[config.mk]
export PLATFORM = sky130hd
export DESIGN_NAME = fetch_sequencer
export DESIGN_NICKNAME = d
export VERILOG_FILES = /design/src/rtl/fetch_pkg.sv /design/src/rtl/fetch_queue.sv /design/src/rtl/fetch_sequencer.sv
export SDC_FILE = /design/constraint.sdc
export NUM_CORES = 1
export LEC_CHECK = 0
export CAP_MARGIN = 20
export CORE_MARGIN = 1
export CORE_UTILIZATION = 30
export DETAILED_ROUTE_END_ITERATION = 10
export SETUP_SLACK_MARGIN = 0.5
export SYNTH_ARGS = -nofsm -noshare
export SYNTH_HDL_FRONTEND = slang
export SYNTH_SLANG_ARGS = --single-unit
[constraint.sdc]
create_clock -name clk -period 2.15 [get_ports clk]
set_clock_uncertainty 0.2 [all_clocks]
set_input_delay 0.3225 -clock clk [delete_from_list [all_inputs] [get_ports clk]]
set_output_delay 0.3225 -clock clk [all_outputs]
set_load 0.02 [all_outputs]
[src/rtl/fetch_pkg.sv]
// Shared types and defaults for the dual-issue fetch sequencer.
// The optional performance counters are enabled by defining FETCH_PERF_CNT_EN.
package fetch_pkg;

    localparam int PC_WIDTH    = 16;
    localparam int INSTR_WIDTH = 32;
    localparam logic [PC_WIDTH-1:0] RESET_PC = 16'h0000;

    typedef enum logic [1:0] {
        BOOT,
        RUN,
        HALTED
    } fetch_state_t;

    // One fetch-queue entry: an instruction pair plus the PC it came from.
    typedef struct packed {
        logic [INSTR_WIDTH-1:0] instr1;
        logic [INSTR_WIDTH-1:0] instr2;
        logic [PC_WIDTH-1:0]    pc;
        logic                   pred_taken;
    } fq_entry_t;

    // Increment that sticks at all-ones instead of wrapping.
    function automatic logic [31:0] sat_inc(input logic [31:0] value);
        return (value == 32'hFFFF_FFFF) ? value : value + 32'd1;
    endfunction

endpackage

[src/rtl/fetch_queue.sv]
// Small synchronous FIFO holding fetched instruction pairs for decode.
// Flush empties the queue in one cycle; flush wins over push and pop.
module fetch_queue #(
    parameter int WIDTH = 81,
    parameter int DEPTH = 4
) (
    input  logic                       clk,
    input  logic                       rst_n,
    input  logic                       flush,
    input  logic                       push,
    input  logic                       pop,
    input  logic [WIDTH-1:0]           wdata,
    output logic [WIDTH-1:0]           rdata,
    output logic [$clog2(DEPTH):0]     count,
    output logic                       full
);

    localparam int PW = $clog2(DEPTH);
    localparam int CW = PW + 1;

    logic [WIDTH-1:0] mem [DEPTH];
    logic [PW-1:0]    rd_ptr;
    logic [PW-1:0]    wr_ptr;
    logic [CW-1:0]    count_q;

    // Storage, pointers and occupancy; pointers wrap naturally since DEPTH is a power of 2.
    always_ff @(posedge clk or negedge rst_n) begin
        if (!rst_n) begin
            for (int i = 0; i < DEPTH; i++) begin
                mem[i] <= '0;
            end
            rd_ptr  <= '0;
            wr_ptr  <= '0;
            count_q <= '0;
        end else if (flush) begin
            rd_ptr  <= '0;
            wr_ptr  <= '0;
            count_q <= '0;
        end else begin
            if (push) begin
                mem[wr_ptr] <= wdata;
                wr_ptr      <= wr_ptr + PW'(1);
            end
            if (pop) begin
                rd_ptr <= rd_ptr + PW'(1);
            end
            count_q <= count_q + CW'(push) - CW'(pop);
        end
    end

    assign rdata = mem[rd_ptr];
    assign count = count_q;
    assign full  = (count_q == CW'(DEPTH));

endmodule

[src/rtl/fetch_sequencer.sv]
// Fetch stage sequencer: owns the fetch PC, selects the next PC from
// redirect / BTB prediction / PC+2, and buffers fetched pairs for decode.
// Define FETCH_PERF_CNT_EN to add saturating event counters.
module fetch_sequencer #(
    parameter int PC_WIDTH    = fetch_pkg::PC_WIDTH,
    parameter int INSTR_WIDTH = fetch_pkg::INSTR_WIDTH,
    parameter int FQ_DEPTH    = 4,
    parameter logic [PC_WIDTH-1:0] RESET_PC = fetch_pkg::RESET_PC
) (
    input  logic                        clk,
    input  logic                        rst_n,
    input  logic                        hlt_i,
    input  logic                        redirect_valid_i,
    input  logic [PC_WIDTH-1:0]         redirect_pc_i,
    input  logic                        pred_hit_i,
    input  logic                        pred_taken_i,
    input  logic [PC_WIDTH-1:0]         pred_target_i,
    input  logic [INSTR_WIDTH-1:0]      instr1_i,
    input  logic [INSTR_WIDTH-1:0]      instr2_i,
    output logic [PC_WIDTH-1:0]         fetch_pc_o,
    output logic                        fetch_en_o,
    output logic                        deq_valid_o,
    input  logic                        deq_ready_i,
    output logic [INSTR_WIDTH-1:0]      deq_instr1_o,
    output logic [INSTR_WIDTH-1:0]      deq_instr2_o,
    output logic [PC_WIDTH-1:0]         deq_pc_o,
    output logic                        deq_pred_taken_o,
    output logic [$clog2(FQ_DEPTH):0]   fq_count_o,
    output logic                        halted_o
`ifdef FETCH_PERF_CNT_EN
    ,
    output logic [31:0]                 perf_fetch_o,
    output logic [31:0]                 perf_stall_o,
    output logic [31:0]                 perf_redirect_o,
    output logic [31:0]                 perf_pred_o
`endif
);

    import fetch_pkg::*;

    localparam int EW = 2 * INSTR_WIDTH + PC_WIDTH + 1;

    fetch_state_t          state_q;
    fetch_state_t          state_d;
    logic [PC_WIDTH-1:0]   pc_q;
    logic [PC_WIDTH-1:0]   pc_d;
    logic                  pred_taken;
    logic                  q_full;
    logic                  q_pop;
    logic [EW-1:0]         q_wdata;
    logic [EW-1:0]         q_rdata;

    assign pred_taken  = pred_hit_i & pred_taken_i;
    assign fetch_en_o  = (state_q == RUN) && !q_full && !redirect_valid_i && !hlt_i;
    assign deq_valid_o = (fq_count_o != '0) && !redirect_valid_i;
    assign q_pop       = deq_valid_o && deq_ready_i;
    assign q_wdata     = {instr1_i, instr2_i, pc_q, pred_taken};
    assign fetch_pc_o  = pc_q;
    assign halted_o    = (state_q == HALTED);
    assign {deq_instr1_o, deq_instr2_o, deq_pc_o, deq_pred_taken_o} = q_rdata;

    fetch_queue #(
        .WIDTH (EW),
        .DEPTH (FQ_DEPTH)
    ) u_queue (
        .clk   (clk),
        .rst_n (rst_n),
        .flush (redirect_valid_i),
        .push  (fetch_en_o),
        .pop   (q_pop),
        .wdata (q_wdata),
        .rdata (q_rdata),
        .count (fq_count_o),
        .full  (q_full)
    );

    // State and fetch PC registers.
    always_ff @(posedge clk or negedge rst_n) begin
        if (!rst_n) begin
            state_q <= BOOT;
            pc_q    <= RESET_PC;
        end else begin
            state_q <= state_d;
            pc_q    <= pc_d;
        end
    end

    // Next state and next-PC selection; a redirect overrides everything but never changes state.
    always_comb begin
        state_d = state_q;
        pc_d    = pc_q;
        case (state_q)
            BOOT:    state_d = RUN;
            RUN:     if (hlt_i) state_d = HALTED;
            HALTED:  state_d = HALTED;
            default: state_d = BOOT;
        endcase
        if (redirect_valid_i) begin
            pc_d = redirect_pc_i;
        end else if (fetch_en_o) begin
            pc_d = pred_taken ? pred_target_i : pc_q + PC_WIDTH'(2);
        end
    end

`ifdef FETCH_PERF_CNT_EN
    // Saturating event counters; only reset clears them, flushes do not.
    always_ff @(posedge clk or negedge rst_n) begin
        if (!rst_n) begin
            perf_fetch_o    <= '0;
            perf_stall_o    <= '0;
            perf_redirect_o <= '0;
            perf_pred_o     <= '0;
        end else begin
            if (fetch_en_o)                 perf_fetch_o    <= sat_inc(perf_fetch_o);
            if (state_q == RUN && q_full)   perf_stall_o    <= sat_inc(perf_stall_o);
            if (redirect_valid_i)           perf_redirect_o <= sat_inc(perf_redirect_o);
            if (fetch_en_o && pred_taken)   perf_pred_o     <= sat_inc(perf_pred_o);
        end
    end
`endif

endmodule

==> results.json, run 1 <==
{
  "final_cells": 2215,
  "gr-total-overflow": 0,
  "rows": 87,
  "drt_iter0_drc": 415,
  "worst_ep_required_time_ns": 1.63,
  "cts.sinks": 349,
  "rsz0062_at_grt": "yes",
  "cts_inserted_buffers": 41,
  "synth_edf_count": 0,
  "area_growth_pct": 42.7,
  "crit_path_cell_trace": "buf_12 -> buf_12 -> buf_12 -> mux4_2 -> buf_6",
  "r2r_slack_ns": -0.24,
  "place.gp.congestion": 0.765,
  "power_leakage_nw": 12.1,
  "diodes": 0,
  "synth_seq_cells": 349,
  "num_io_pins": 206,
  "hp-start": "redirect_pc_i[1]",
  "yosysSeqAreaShare": 0.501,
  "via_count": 10407,
  "synth_cell_types": 54,
  "crit_fanout": 8,
  "synth_area_leader_cell": "dfrtp_1",
  "syn_inst": 1000,
  "tightest_slew_ns": 0.626,
  "fin_crit_sh": 1.23,
  "max_stage_delay_ns": 0.51,
  "hpwl_um": 28500,
  "firstDrtPassIters": 4,
  "synth_top_area_share": 0.501,
  "final_common_cell": "dfrtp_1",
  "yosys_warnings": 0,
  "cp_common_cell": "buf_12",
  "grt_first_pass_wirelength_um": 70000,
  "cp-start-kind": "flop",
  "drv_slew": 0,
  "ir_worst_vdd_mv": 0.661,
  "clk_latency_ns": 0.57,
  "drt-total-wl_um": 46700,
  "grt_max_degree": 67,
  "hold_depth": 3,
  "grt_use_total": 0.153,
  "fin_util": 0.438,
  "clockBufferDepth": 3,
  "outcome": "complete, but fails checks",
  "viasPerCell": 4.70,
  "core_um2": 56800,
  "tritoncts": "done",
  "die_h_um": 243,
  "synth-async-reset-ratio": 1.00,
  "timing.rr.end": "u_queue.mem[223]",
  "finalHoldViolCount": 0,
  "htreeDepth": 2,
  "endpoint_kind": "output port",
  "place_worst_setup_slack_ns": -0.457,
  "die_area_um2": 59000,
  "fin_ws_ns": -0.497,
  "min_period_ns": 2.65,
  "cp.arrival_ns": 2.12,
  "ant_nets": 0,
  "worst_r2r_path_depth": 11,
  "rr_startpoint": "u_queue.count[0]",
  "numPortBuffers": 205,
  "drt-wirelength-per-cell_um": 21.1,
  "fin_nets": 1545,
  "path_class": "flop to output port",
  "grt_pass1_vias": 11300,
  "clock-root-buffer": "clkbuf_16",
  "path_clk_slew_ns": 0.07,
  "synth_ff_type": "dfrtp_1",
  "finalSetupViolations": 408,
  "antenna_found_initial": 0,
  "max-cap-violations": 0,
  "power_density_nw_per_um2": 1130,
  "syn_nets": 1114,
  "hp-class": "input pin to flop",
  "final_cell_mix": "dfrtp_1, mux2_4, buf_6",
  "violations": "negative setup slack",
  "syn_area_per_cell_um2": 17.4,
  "synthTopCellsByArea": "dfrtp_1, mux2_4, mux4_2, buf_12, ha_1",
  "hold_end": "fetch_pc_o[1]",
  "place_inst": 2012,
  "drive_above_1_share": 0.620,
  "max_freq_ghz": 0.378,
  "drc_errors": 0,
  "crit_path_top_delay_cell": "dfrtp_4",
  "start_util": 0.306,
  "die_w_um": 243,
  "syn-cell-area_um2": 17400,
  "max_slew_margin": 0.583
}
## registers in the layout, summed over array words and instances (netlist names)
signal,flops
u_queue.mem,324
fetch_pc_o,16
u_queue.count,3
state_q,2
u_queue.rd_ptr,2
u_queue.wr_ptr,2
## metal layers
layer,routed length (um),share of wire,track usage
met1,21800,0.47,0.214
met2,22200,0.48,0.239
met3,1850,0.040,0.0282
met4,866,0.019,0.0451
met5,0,0,0
## power breakdown
| group | internal [mW] | switching (mW) |
|---|---|---|
| Sequential | 8.12 | 0.969 |
| Combinational | 7.30 | 4.85 |
| Clock | 4.12 | 2.80 |
## repair_timing
item                       in CTS  in global routing
resized for setup             519                252
setup endpoints to repair     447                449
setup buffers                  60                 53
hold buffers                    1                  0
pin swaps                      11                 21
cloned                         10                  8
hold endpoints to repair       91                  0
## stage by stage
step / power, mW / cell area, um^2 / hold slack, ns / setup TNS (ns)
final: 28.2 / 24900 / 0.0967 / -78.62
after global routing: 29.5 / 24900 / 0.0978 / -96.74
after CTS: 27.0 / 23500 / 0.0634 / -61.68
after detailed placement: 19.5 / 21200 / 0.148 / -89.44
after global placement: 19.4 / 21200 / 0.149 / -87.22
after floorplan: 15.5 / 17800 / -0.173 / -0.432
## worst max-delay path, delay by kind of cell (launching register included)
kind	cells	cell delay [ns]
buf+inv	4	0.59
mux	1	0.46
flops	1	0.51
## cell usage after synthesis, drive strengths merged (3+ instances only)
cell	count
nand2	29
nor2	21
mux2	327
dfrtp	349
nor3	7
nand4	5
buf	51
nor2b	3
o22ai	7
a21oi	7
a31o	4
a211oi	3
or3	4
xnor2	5
nand3	9
clkbuf	16
o21ai	10
o211ai	3
nor4	4
inv	15
ha	10
mux4	81
and2	3
mux2i	6
## kinds of logic (layout without fill, tap and decap cells)
group                      count (synthesis)  after routing  synth area share
adders and majority gates                 11             11           0.00833
buffers and inverters                     82            539            0.0491
muxes                                    414            414             0.389
AOI/OAI and AO/OA                         45             45            0.0172
DFF                                      349            349             0.501
and+or+nand+nor                           93             95            0.0323
xor gates and xnor gates                   6              6           0.00302
## worst max-delay path by stage
stage,slack (ns),cells past startpoint,from,end
after global placement,-0.47,11,redirect_valid_i,u_queue.count[2]
after CTS,-0.59,4,u_queue.rd_ptr[0],deq_pc_o[12]
final,-0.50,5,u_queue.rd_ptr[0],deq_instr2_o[28]
after detailed placement,-0.46,11,redirect_valid_i,u_queue.count[2]
after floorplan,-0.29,11,u_queue.count[1],u_queue.count[2]
after global routing,-0.56,5,u_queue.rd_ptr[0],deq_instr1_o[6]
## final cells by class
cell class	instances	area (um^2)
fill	4985	32000
inverter	15	68.8
clock inverter	11	119
timing repair buffer	453	5580
sequential	349	8770
tap	756	946
multi-input combinational	571	8180
clock buffer	60	1210
No activity file was read; power rests on OpenSTA's default activity.
==> run 2: changes to the inputs <==
Settings changed: SLEW_MARGIN set to 15.
==> results of run 2 <==
No change in the layout: final DEF, timing and power equal those of run 1.
==> run 3: changes to the inputs <==
Settings changed: ABC_AREA set to 1.
==> run 3 against run 2 <==
Effect of this change: critical path depth is 1 higher; hold slack worse by 0.038 ns; sequential share of layout area fell by 4.7 points; the run still ends with negative setup slack left; flip-flop and latch count did not move; largest cell class is now multi-input combinational cells; combinational power increased by 32%; die area decreased by 10%.
==> results.json, run 3 <==
{
  "outcome": "complete, but fails checks",
  "violations": "negative setup slack",
  "grt_use_total": 0.221,
  "drv_slew": 0,
  "max_freq_ghz": 0.395,
  "tightest_slew_ns": 0.683,
  "diodes": 0,
  "yosysMostFrequentCell": "nand2_1",
  "die_h_um": 231,
  "via_count": 15977,
  "worst_r2r_path_depth": 14,
  "crit_path_top_delay_cell": "dfrtp_4",
  "syn_inst": 1843,
  "syn-cell-area_um2": 15700,
  "worst_ep_required_time_ns": 1.63,
  "crit_path_cell_trace": "inv_12 -> buf_12 -> buf_8 -> o21ai_0 -> o22ai_1 -> buf_4",
  "grt_pass1_vias": 15603,
  "largest_reg_flops": 324,
  "endpoint_kind": "output port",
  "viasPerCell": 5.35,
  "yosys_warnings": 0,
  "firstDrtPassIters": 5,
  "syn_area_per_cell_um2": 8.50,
  "synthTopCellsByArea": "dfrtp_1, o21ai_1, nand2_1, o21ai_0, nor2_1",
  "finalSetupViolations": 396,
  "cts_inserted_buffers": 40,
  "finalHoldViolCount": 0,
  "die_area_um2": 53100,
  "synth-xor-area-share": 0.00335,
  "gr-total-overflow": 0,
  "path_class": "flop to output port",
  "rsz0062_at_grt": "yes",
  "synth_ff_type": "dfrtp_1",
  "grt_first_pass_wirelength_um": 90700,
  "max_slew_margin": 0.544,
  "synth_compound_area_frac": 0.198,
  "drive_above_1_share": 0.541,
  "min_period_ns": 2.53,
  "r2r_slack_ns": -0.14,
  "die_w_um": 231,
  "synth.area.mux_share": 0,
  "max-cap-violations": 0,
  "clockBufferDepth": 3,
  "final_cell_mix": "dfrtp_1, o21ai_2, nand2_4",
  "rr_startpoint": "state_q[1]",
  "cp-start-kind": "flop",
  "synth_top_area_share": 0.558,
  "hp-class": "input pin to async pin",
  "yosysSeqAreaShare": 0.558,
  "start_util": 0.305,
  "drt_iter0_drc": 1087,
  "fin_nets": 2389,
  "core_um2": 51400,
  "clk_latency_ns": 0.56,
  "drc_errors": 0,
  "synth_area_leader_cell": "dfrtp_1",
  "fin_crit_sh": 1.18,
  "synth_top_family_by_area": "compound AO/OA/AOI/OAI gates",
  "syn_nets": 1957,
  "ir_worst_vdd_mv": 0.579,
  "total_power_mw": 32.9,
  "area_growth_pct": 82.6,
  "numPortBuffers": 205,
  "rows": 83,
  "htreeDepth": 2,
  "synth_edf_count": 0,
  "fin_area_um2": 28600,
  "clock-root-buffer": "clkbuf_16",
  "n_fill_cell": 4110,
  "path_clk_slew_ns": 0.06,
  "synth_commonest_cells": "nand2_1, dfrtp_1, o21ai_1, nor2_1, o21ai_0",
  "yosys.area_share.adder": 0.00927,
  "num_io_pins": 206,
  "grt_max_degree": 78,
  "regMostFlops": "u_queue.mem",
  "power_density_nw_per_um2": 1150,
  "final_common_cell": "dfrtp_1",
  "drt-wirelength-per-cell_um": 22.4,
  "dpl_cell_area_um2": 19800,
  "synth_cell_types": 28,
  "synth-async-reset-ratio": 1.00,
  "synth_seq_cells": 349,
  "hpwl_um": 30400,
  "power_leakage_nw": 12.9,
  "synthSimpleGateAreaFrac": 0.160,
  "tritoncts": "done",
  "drt-total-wl_um": 66900,
  "cts.sinks": 349,
  "fin_ws_ns": -0.379,
  "timing.rr.end": "u_queue.mem[210]",
  "place.gp.congestion": 0.863,
  "ant_nets": 0,
  "max_stage_delay_ns": 0.58,
  "cp.arrival_ns": 2.01,
  "antenna_found_initial": 0,
  "crit_fanout": 8
}
==> run 3: area by class of cell <==
| type | count | area, um^2 | area share |
|---|---|---|---|
| flip-flops and latches | 349 | 8760 | 0.306 |
| clock buffers | 55 | 1130 | 0.0395 |
| inverters | 105 | 432 | 0.0151 |
| multi-input cells | 1272 | 9710 | 0.339 |
| clock inverters | 17 | 245 | 0.00857 |
| repair buffers | 506 | 7470 | 0.261 |
| well taps | 680 | 851 | 0.0297 |
| repair inverters | 1 | 16.3 | 0.000569 |
==> run 3: power breakdown <==
part           leakage (nW)  switching (mW)  internal (mW)  total (mW)
Sequential             4.68            1.54           8.05        9.59
Clock                 0.677            2.89           4.40        7.29
Combinational          7.52            8.34           7.71        16.0
==> run 3: how the worst max path moves through the flow <==
| stage | start | endpoint | slack (ns) | cells after the start |
|---|---|---|---|---|
| after floorplan | u_queue.count[1] | u_queue.count[2] | -0.08 | 11 |
| after global placement | redirect_valid_i | fetch_pc_o[1] | -0.58 | 6 |
| after detailed placement | redirect_valid_i | u_queue.wr_ptr[1] | -0.64 | 5 |
| after CTS | u_queue.rd_ptr[0] | deq_instr2_o[0] | -0.37 | 6 |
| after global routing | u_queue.rd_ptr[1] | deq_pc_o[2] | -0.41 | 6 |
| final | u_queue.rd_ptr[1] | deq_pc_o[2] | -0.38 | 6 |
==> run 3: what timing repair did <==
item	in CTS	in global routing
hold endpoints to repair	349	0
buffers inserted	65	23
hold buffers	1	0
endpoints found under the setup margin	447	448
resized for setup	964	764
gates cloned	59	48
pin swaps	40	47
==> run 3: critical path: cells and delay by family, from the launching register on <==
family,cells,cell delay (ns)
flip-flops,1,0.58
buffers and inverters,4,0.59
AO/OA/AOI/OAI,2,0.26
==> run 3: kinds of logic after synthesis <==
| group | Yosys count |
|---|---|
| adders and majority gates | 11 |
| buffers and inverters | 235 |
| xor gates and xnor gates | 6 |
| AOI/OAI and AO/OA | 595 |
| DFF | 349 |
| and+or+nand+nor | 647 |
==> run 3: stage by stage <==
stage                     hold WS, ns  TNS [ns]  worst slack (ns)  utilization  cells
final                          0.0587    -42.66            -0.379        0.556   2985
after global routing           0.0739    -71.24            -0.414        0.556   2985
after CTS                      0.0395    -37.37            -0.368        0.476   2914
after detailed placement       0.0490   -120.97            -0.641        0.385   2717
after global placement         0.0485   -106.04            -0.577        0.385   2717
after floorplan                -0.173    -0.121           -0.0789            -   1843
==> run 3: routing by layer <==
layer	share of wire	wire length, um	up-vias	GRT usage
met3	0.068	4550	150	0.0438
met2	0.49	32900	629	0.368
li1	-	-	7117	-
met4	0.035	2330	0	0.0755
met1	0.41	27200	8081	0.286
met5	0	0	-	0
